[src/rtl/framebuffer_ctrl.sv]
// framebuffer_ctrl: double-buffered framebuffer bank controller.
//
// Two pixel RAM banks alternate between front (read by the display) and back
// (written by the renderer). The renderer streams writes into the back bank
// via a valid/ready handshake; frame_done arms a swap that executes at the
// start of vertical blanking (vc == SWAP_LINE, hc == 0).
//
// Optional feature: define FB_CLEAR_ON_SWAP_EN to zero-fill the new back
// bank after each swap (one word per cycle, renderer stalled meanwhile).
//
// Ports:
//   clk, rst           clock, asynchronous active-high reset
//   hc, vc             VGA horizontal / vertical counters
//   rd_addr            display read address (front bank)
//   req_valid/ready    renderer write handshake
//   req_addr/data      renderer write address / pixel
//   frame_done         pulse: back bank fully rendered
//   ram0_*, ram1_*     bank address / write enable / write data
//   rd_sel             front bank index
//   swap_pulse         one-cycle pulse on bank swap
//   frame_count        number of completed swaps (wraps)
module framebuffer_ctrl #(
    parameter int unsigned DATA_W    = 8,
    parameter int unsigned FB_DEPTH  = 63360,
    parameter int unsigned SWAP_LINE = 480
) (
    input  logic              clk,
    input  logic              rst,
    input  logic [9:0]        hc,
    input  logic [9:0]        vc,
    input  logic [15:0]       rd_addr,
    input  logic              req_valid,
    output logic              req_ready,
    input  logic [15:0]       req_addr,
    input  logic [DATA_W-1:0] req_data,
    input  logic              frame_done,
    output logic [15:0]       ram0_addr,
    output logic              ram0_we,
    output logic [DATA_W-1:0] ram0_wdata,
    output logic [15:0]       ram1_addr,
    output logic              ram1_we,
    output logic [DATA_W-1:0] ram1_wdata,
    output logic              rd_sel,
    output logic              swap_pulse,
    output logic [7:0]        frame_count
);

    localparam logic [15:0] FbDepth  = 16'(FB_DEPTH);
    localparam logic [9:0]  SwapLine = 10'(SWAP_LINE);
`ifdef FB_CLEAR_ON_SWAP_EN
    localparam logic [15:0] FbLast   = 16'(FB_DEPTH - 1);
`endif

    typedef enum logic [1:0] {
        StAccept  = 2'd0,
        StPending = 2'd1
`ifdef FB_CLEAR_ON_SWAP_EN
        ,
        StClear   = 2'd2
`endif
    } state_e;

    state_e              state_q, state_d;
    logic                rd_sel_q, rd_sel_d;
    logic                swap_pulse_q, swap_pulse_d;
    logic [7:0]          frame_count_q, frame_count_d;
    logic [15:0]         back_addr_q, back_addr_d;
    logic                back_we_q, back_we_d;
    logic [DATA_W-1:0]   back_wdata_q, back_wdata_d;
`ifdef FB_CLEAR_ON_SWAP_EN
    logic [15:0]         clr_cnt_q, clr_cnt_d;
`endif

    logic vblank_start;
    logic do_swap;
    logic do_xfer;

    assign vblank_start = (vc == SwapLine) && (hc == 10'd0);
    assign do_swap      = (state_q == StPending) && vblank_start;
    assign do_xfer      = (state_q == StAccept) && req_valid;

    // State register
    always_ff @(posedge clk or posedge rst) begin
        if (rst) begin
            state_q       <= StAccept;
            rd_sel_q      <= 1'b0;
            swap_pulse_q  <= 1'b0;
            frame_count_q <= 8'd0;
            back_addr_q   <= 16'd0;
            back_we_q     <= 1'b0;
            back_wdata_q  <= '0;
`ifdef FB_CLEAR_ON_SWAP_EN
            clr_cnt_q     <= 16'd0;
`endif
        end else begin
            state_q       <= state_d;
            rd_sel_q      <= rd_sel_d;
            swap_pulse_q  <= swap_pulse_d;
            frame_count_q <= frame_count_d;
            back_addr_q   <= back_addr_d;
            back_we_q     <= back_we_d;
            back_wdata_q  <= back_wdata_d;
`ifdef FB_CLEAR_ON_SWAP_EN
            clr_cnt_q     <= clr_cnt_d;
`endif
        end
    end

    // Next-state logic
    always_comb begin
        state_d       = state_q;
        rd_sel_d      = rd_sel_q;
        swap_pulse_d  = 1'b0;
        frame_count_d = frame_count_q;
        back_addr_d   = back_addr_q;
        back_we_d     = 1'b0;
        back_wdata_d  = back_wdata_q;
`ifdef FB_CLEAR_ON_SWAP_EN
        clr_cnt_d     = clr_cnt_q;
`endif

        unique case (state_q)
            StAccept: begin
                if (frame_done) state_d = StPending;
            end
            StPending: begin
`ifdef FB_CLEAR_ON_SWAP_EN
                if (vblank_start) state_d = StClear;
`else
                if (vblank_start) state_d = StAccept;
`endif
            end
`ifdef FB_CLEAR_ON_SWAP_EN
            StClear: begin
                if (clr_cnt_q == FbLast) state_d = StAccept;
            end
`endif
            default: state_d = StAccept;
        endcase

        // Out-of-range writes complete the handshake but are dropped.
        if (do_xfer) begin
            back_addr_d  = req_addr;
            back_wdata_d = req_data;
            back_we_d    = (req_addr < FbDepth);
        end

        if (do_swap) begin
            rd_sel_d      = ~rd_sel_q;
            swap_pulse_d  = 1'b1;
            frame_count_d = frame_count_q + 8'd1;
`ifdef FB_CLEAR_ON_SWAP_EN
            // First clear word is issued on the swap edge so every CLEAR
            // cycle carries exactly one write (address == clr_cnt_q).
            clr_cnt_d    = 16'd0;
            back_addr_d  = 16'd0;
            back_wdata_d = '0;
            back_we_d    = 1'b1;
`endif
        end

`ifdef FB_CLEAR_ON_SWAP_EN
        if ((state_q == StClear) && (clr_cnt_q != FbLast)) begin
            clr_cnt_d    = clr_cnt_q + 16'd1;
            back_addr_d  = clr_cnt_q + 16'd1;
            back_wdata_d = '0;
            back_we_d    = 1'b1;
        end
`endif
    end

    // Outputs: front bank follows rd_addr directly, back bank is registered.
    always_comb begin
        req_ready   = (state_q == StAccept);
        rd_sel      = rd_sel_q;
        swap_pulse  = swap_pulse_q;
        frame_count = frame_count_q;
        if (rd_sel_q) begin
            ram0_addr  = back_addr_q;
            ram0_we    = back_we_q;
            ram0_wdata = back_wdata_q;
            ram1_addr  = rd_addr;
            ram1_we    = 1'b0;
            ram1_wdata = '0;
        end else begin
            ram0_addr  = rd_addr;
            ram0_we    = 1'b0;
            ram0_wdata = '0;
            ram1_addr  = back_addr_q;
            ram1_we    = back_we_q;
            ram1_wdata = back_wdata_q;
        end
    end

endmodule

[config.mk]
export PLATFORM = sky130hd
export DESIGN_NAME = framebuffer_ctrl
export DESIGN_NICKNAME = d
export VERILOG_FILES = /design/src/rtl/framebuffer_ctrl.sv
export SDC_FILE = /design/constraint.sdc
export NUM_CORES = 1
export LEC_CHECK = 0
export ABC_CLOCK_PERIOD_IN_PS = 4100
export BUFFER_PORTS_ARGS = -buffer_cell sky130_fd_sc_hd__buf_4
export CAP_MARGIN = 15
export CORE_AREA = 2 2 74 76
export DETAILED_ROUTE_END_ITERATION = 8
export DIE_AREA = 0 0 76 78
export PLACE_DENSITY_LB_ADDON = 0.05
export SYNTH_ARGS = -nofsm -noshare
export SYNTH_HDL_FRONTEND = slang
export SYNTH_SLANG_ARGS = --single-unit
[constraint.sdc]
create_clock -name clk -period 4.1 [get_ports clk]
set_clock_uncertainty 0.2 [all_clocks]
set_input_delay 0.82 -clock clk [delete_from_list [all_inputs] [get_ports clk]]
set_output_delay 0.82 -clock clk [all_outputs]
set_load 0.05 [all_outputs]
=== Word-level counts from Yosys, hierarchy flattened ===
Cells that the tools add are included.

* Flip-flop bits (word level): 37
* Input port bits: 64
* Output and inout bits: 61
* Logic and storage cells: 31

* Add/sub/neg operators: 1
* Order comparisons: 1
* Eq/ne operators: 4
* Muxes and demuxes: 11
* Bitwise operators: 1
* Reductions and logical operators: 6

{| class="wikitable"
|+ Operators by type and width
! kind !! count
|-
| 16-bit 2-to-1 mux || 2
|-
| 16-bit < comparator (second input constant) || 1
|-
| 8-bit 2-to-1 mux || 2
|-
| 10-bit by 9-bit equality test with 1-bit output (second input constant) || 1
|-
| 10-bit logical NOT || 1
|-
| 8-bit by 1-bit adder with 8-bit output (second input constant) || 1
|-
| 1-bit 2-to-1 mux || 4
|-
| 2-bit 2-to-1 mux || 2
|-
| 2-bit one-hot mux with 2 select lines || 1
|-
| 1-bit logical AND || 3
|-
| 2-bit by 1-bit equality test with 1-bit output (second input constant) || 1
|-
| 2-bit logical NOT || 1
|-
| 2-bit by 1-bit != test with 1-bit output (second input constant) || 1
|-
| 2-bit != test (second input constant) || 1
|-
| 2-bit AND reduction || 1
|-
| 1-bit inverter || 1
|}

=== Depth between registers and ports, before layout ===
* Depth in word-level cells: 4
* Gate-level depth with buffers: 5
* Mapped depth without buffers: 4

=== Least setup slack after synthesis ===
OpenSTA, ideal clock, no wires.

* Path kind: register to output
* Start: register rd_sel_q, in the netlist rd_sel
* End: output port ram0_addr[0]
* Arrival time: 1694 ps
* Required time: 3080 ps
* Setup slack: 1386 ps
* Stages on the path, launching flop included: 4
* Path buffers: 2
* Path through: dfrtp_1 -> clkbuf_1 -> clkbuf_1 -> mux2_2

* Longest elaborated chain between the ends: 1

{| class="wikitable"
|+ RTL lines
! element !! RTL line !! source
|-
| start, declared || 64 || <nowiki>logic rd_sel_q, rd_sel_d;</nowiki>
|-
| start signal, assigned || 97 || <nowiki>rd_sel_q <= rd_sel_d;</nowiki>
|-
| 16-bit 2-to-1 mux || 178 || <nowiki>if (rd_sel_q) begin</nowiki>
|-
| end, declared || 37 || <nowiki>output logic [15:0] ram0_addr,</nowiki>
|}

Every way passes these cells.

=== Worst setup path in the final report ===
* Start: register rd_sel_q, in the netlist rd_sel
* End: output port ram1_addr[10]

* Longest elaborated chain between the ends: 1

{| class="wikitable"
|+ RTL lines
! element !! RTL line !! source
|-
| 16-bit 2-to-1 mux || 178 ||
|-
| end, declared || 40 || <nowiki>output logic [15:0] ram1_addr,</nowiki>
|}

Every way passes these cells.

==> results.toml <==
[status]
status = "finished clean"

[cells_and_area]
area_growth_pct = 55.2
diodes = 0
fill_cells = 446
final_common_cell = "buf_4"
final-seq-area_sq_um = 902
mostFrequentLayoutCells = "126 x buf_4, 57 x mux2_2, 35 x dfrtp_1, 9 x and2_1, 9 x nor2b_1"
fin_nets = 352
multi_input_comb_area_sq_um = 1030
fin_util_pct = 61.2
drive_gt1_share_pct = 67.6

[pwr]
leakage_uw = 0.00154
powerDensity_nw_per_um2 = 305
ir_worst_vdd_mv = 0.143
total_power_uw = 942

[detailed_routing]
routedWlPerCell_um = 13.3
drtPass1Iterations = 4
drc = 0
num_vias = 1709
first_iter_violations = 76
viasPerCell = 4.79
wl_um = 4740
antenna_left = 0

[clock_tree]
hold_buffers = 0
clk_pin_slew_ps = 70
cts.sinks = 36
clock-root-buffer = "clkbuf_8"
cts.path.max_buffers = 2
post_cts_resized = 0
h-tree-depth = 2
numCtsBuffers = 5
cts_setup_buffers = 0
cts_tree = "built"
worstSkewPairLatency_ps = 280

[setup_path]
cp_cell_sequence = "mux2_2 -> buf_4"
crit_start = "rd_sel"
crit_arrival_ps = 1890
critical_path_peak_fanout = 52
cp-end-kind = "output pin"
start_kind = "flop"
cpPeakStageDelay_ps = 990
critPathTopFamily = "flip-flops"
slowest_stage = "dfrtp_2"
path_class = "flop to output pin"
r2r-start = "state_q[0]"
cp.required_ps = 3080
cp_num_buf_inv = 1

[sta]
period_needed_ps = 2910
fmax_mhz = 343
rsz0062_at_grt = "no"
setup_slack_ps = 1190
post-route-period-util_pct = 71.1
final.setup.tns_ps = 0
finalHoldViolations = 0
finalMaxSlewViolations = 0
setup_viol = 0
tightest_slew_ps = 942
hold_slack_ps = 282
slew_headroom_pct = 37.2

[placed_design]
io_buffers = 124
place_ws_ps = 1280
gp_congestion = 0.703
place_hpwl_um = 3610

[global_routing]
antenna_found_initial = 0
grt_util_all_layers_pct = 15.7
grt_max_degree = 53
grt_pass1_vias = 1653
grt_pass1_wl_um = 7580
grt-ovfl-total = 0

[floorplan]
fp.dieH_um = 78
core_area_sq_um = 5040
dieArea_sq_um = 5930
ios = 125
start_util_pct = 39.5
rows = 26
die_x_um = 76

[yosys]
yosys.cell_types.count = 26
syn_area_sq_um = 1990
syn_nets = 228
syn_inst = 163
ys_ff_latch = 36
avgSynthCellArea_sq_um = 12.2
synth_seq_area_share_pct = 45.3
ys_warn_count = 0

[flow_run]
maxCapViolations = 0

[hold_path]
min_path_type = "flop to flop"
hold_path.startpoint = "frame_count[7]"
[cell families (layout without fill, tap and decap cells)]
family,after synthesis,in the layout,synth area share [%]
muxes,57,57,32.3
xor gates and xnor gates,8,8,3.52
AOI/OAI and AO/OA,2,2,0.818
buffers and inverters,14,138,3.02
DFF,36,36,45.3
and+or+nand+nor,45,45,14.5
adders and majority gates,1,1,0.629
[where the power goes]
part           total (uW)  switching [uW]  internal, uW
Clock                 232             117           115
Sequential            401            18.0           383
Combinational         308             178           130
Total                 942             313           628
[path summary, 6_finish.rpt]
kind,to,slack (ps),cells past startpoint
min in group asynchronous,back_addr_q[13],340,2
worst min-delay path,frame_count[7],280,1
max in group asynchronous,back_wdata_q[0],2730,4
worst min register to register,frame_count[7],280,1
worst max register to register,frame_count[1],2210,4
worst max-delay path,ram1_addr[10],1190,2
[stage by stage]
| step | instances | cell area, sq um |
|---|---|---|
| 2_1_floorplan | 163 | 1990 |
| 3_3_place_gp | 349 | 2980 |
| 3_5_place_dp | 349 | 2980 |
| 4_1_cts | 356 | 3060 |
| 5_1_grt | 357 | 3090 |
| 6_report | 357 | 3090 |
[routing by layer]
layer	GRT usage, %	vias to the layer above	share of wire, %
met5	0	-	0
met4	4.55	0	0.76
met3	6.51	4	10
met2	26.1	83	47
met1	18.9	797	42
li1	-	825	-
[synthesized netlist by cell type]
master,count,area share [%]
mux2_2,57,32
nor4_1,1,0.31
a41oi_1,1,0.44
and4_1,1,0.44
clkbuf_1,8,1.5
nor4_4,1,1.1
xor2_1,7,3.1
nor2_1,2,0.38
xnor2_1,1,0.44
and2_1,9,2.8
ha_1,1,0.63
inv_1,4,0.75
and4b_1,1,0.50
buf_6,1,0.57
nand2_1,3,0.57
nor4b_1,1,0.44
nand4_1,4,1.3
nand3_1,2,0.50
o21a_1,1,0.38
nor3_1,7,1.8
buf_1,1,0.19
dfrtp_1,36,45
nor2b_1,10,3.1
or3_1,1,0.31
nor2_4,1,0.57
or4_1,1,0.38
[cell type report]
class                      instances  area share (%)
multi-input combinational        113            33.4
timing repair buffer             127            31.5
sequential                        36            29.2
tap                               70            2.84
clock buffer                       6            2.35
inverter                           4           0.486
clock inverter                     1           0.162
[flip-flops by register name, summed over array words and instances (netlist names)]
| register | cells |
|---|---|
| back_we_q | 1 |
| back_addr_q | 16 |
| state_q | 1 |
| swap_pulse | 1 |
| rd_sel | 1 |
| frame_count | 8 |
| back_wdata_q | 8 |
Note: power is estimated with default switching activity, not from simulation.
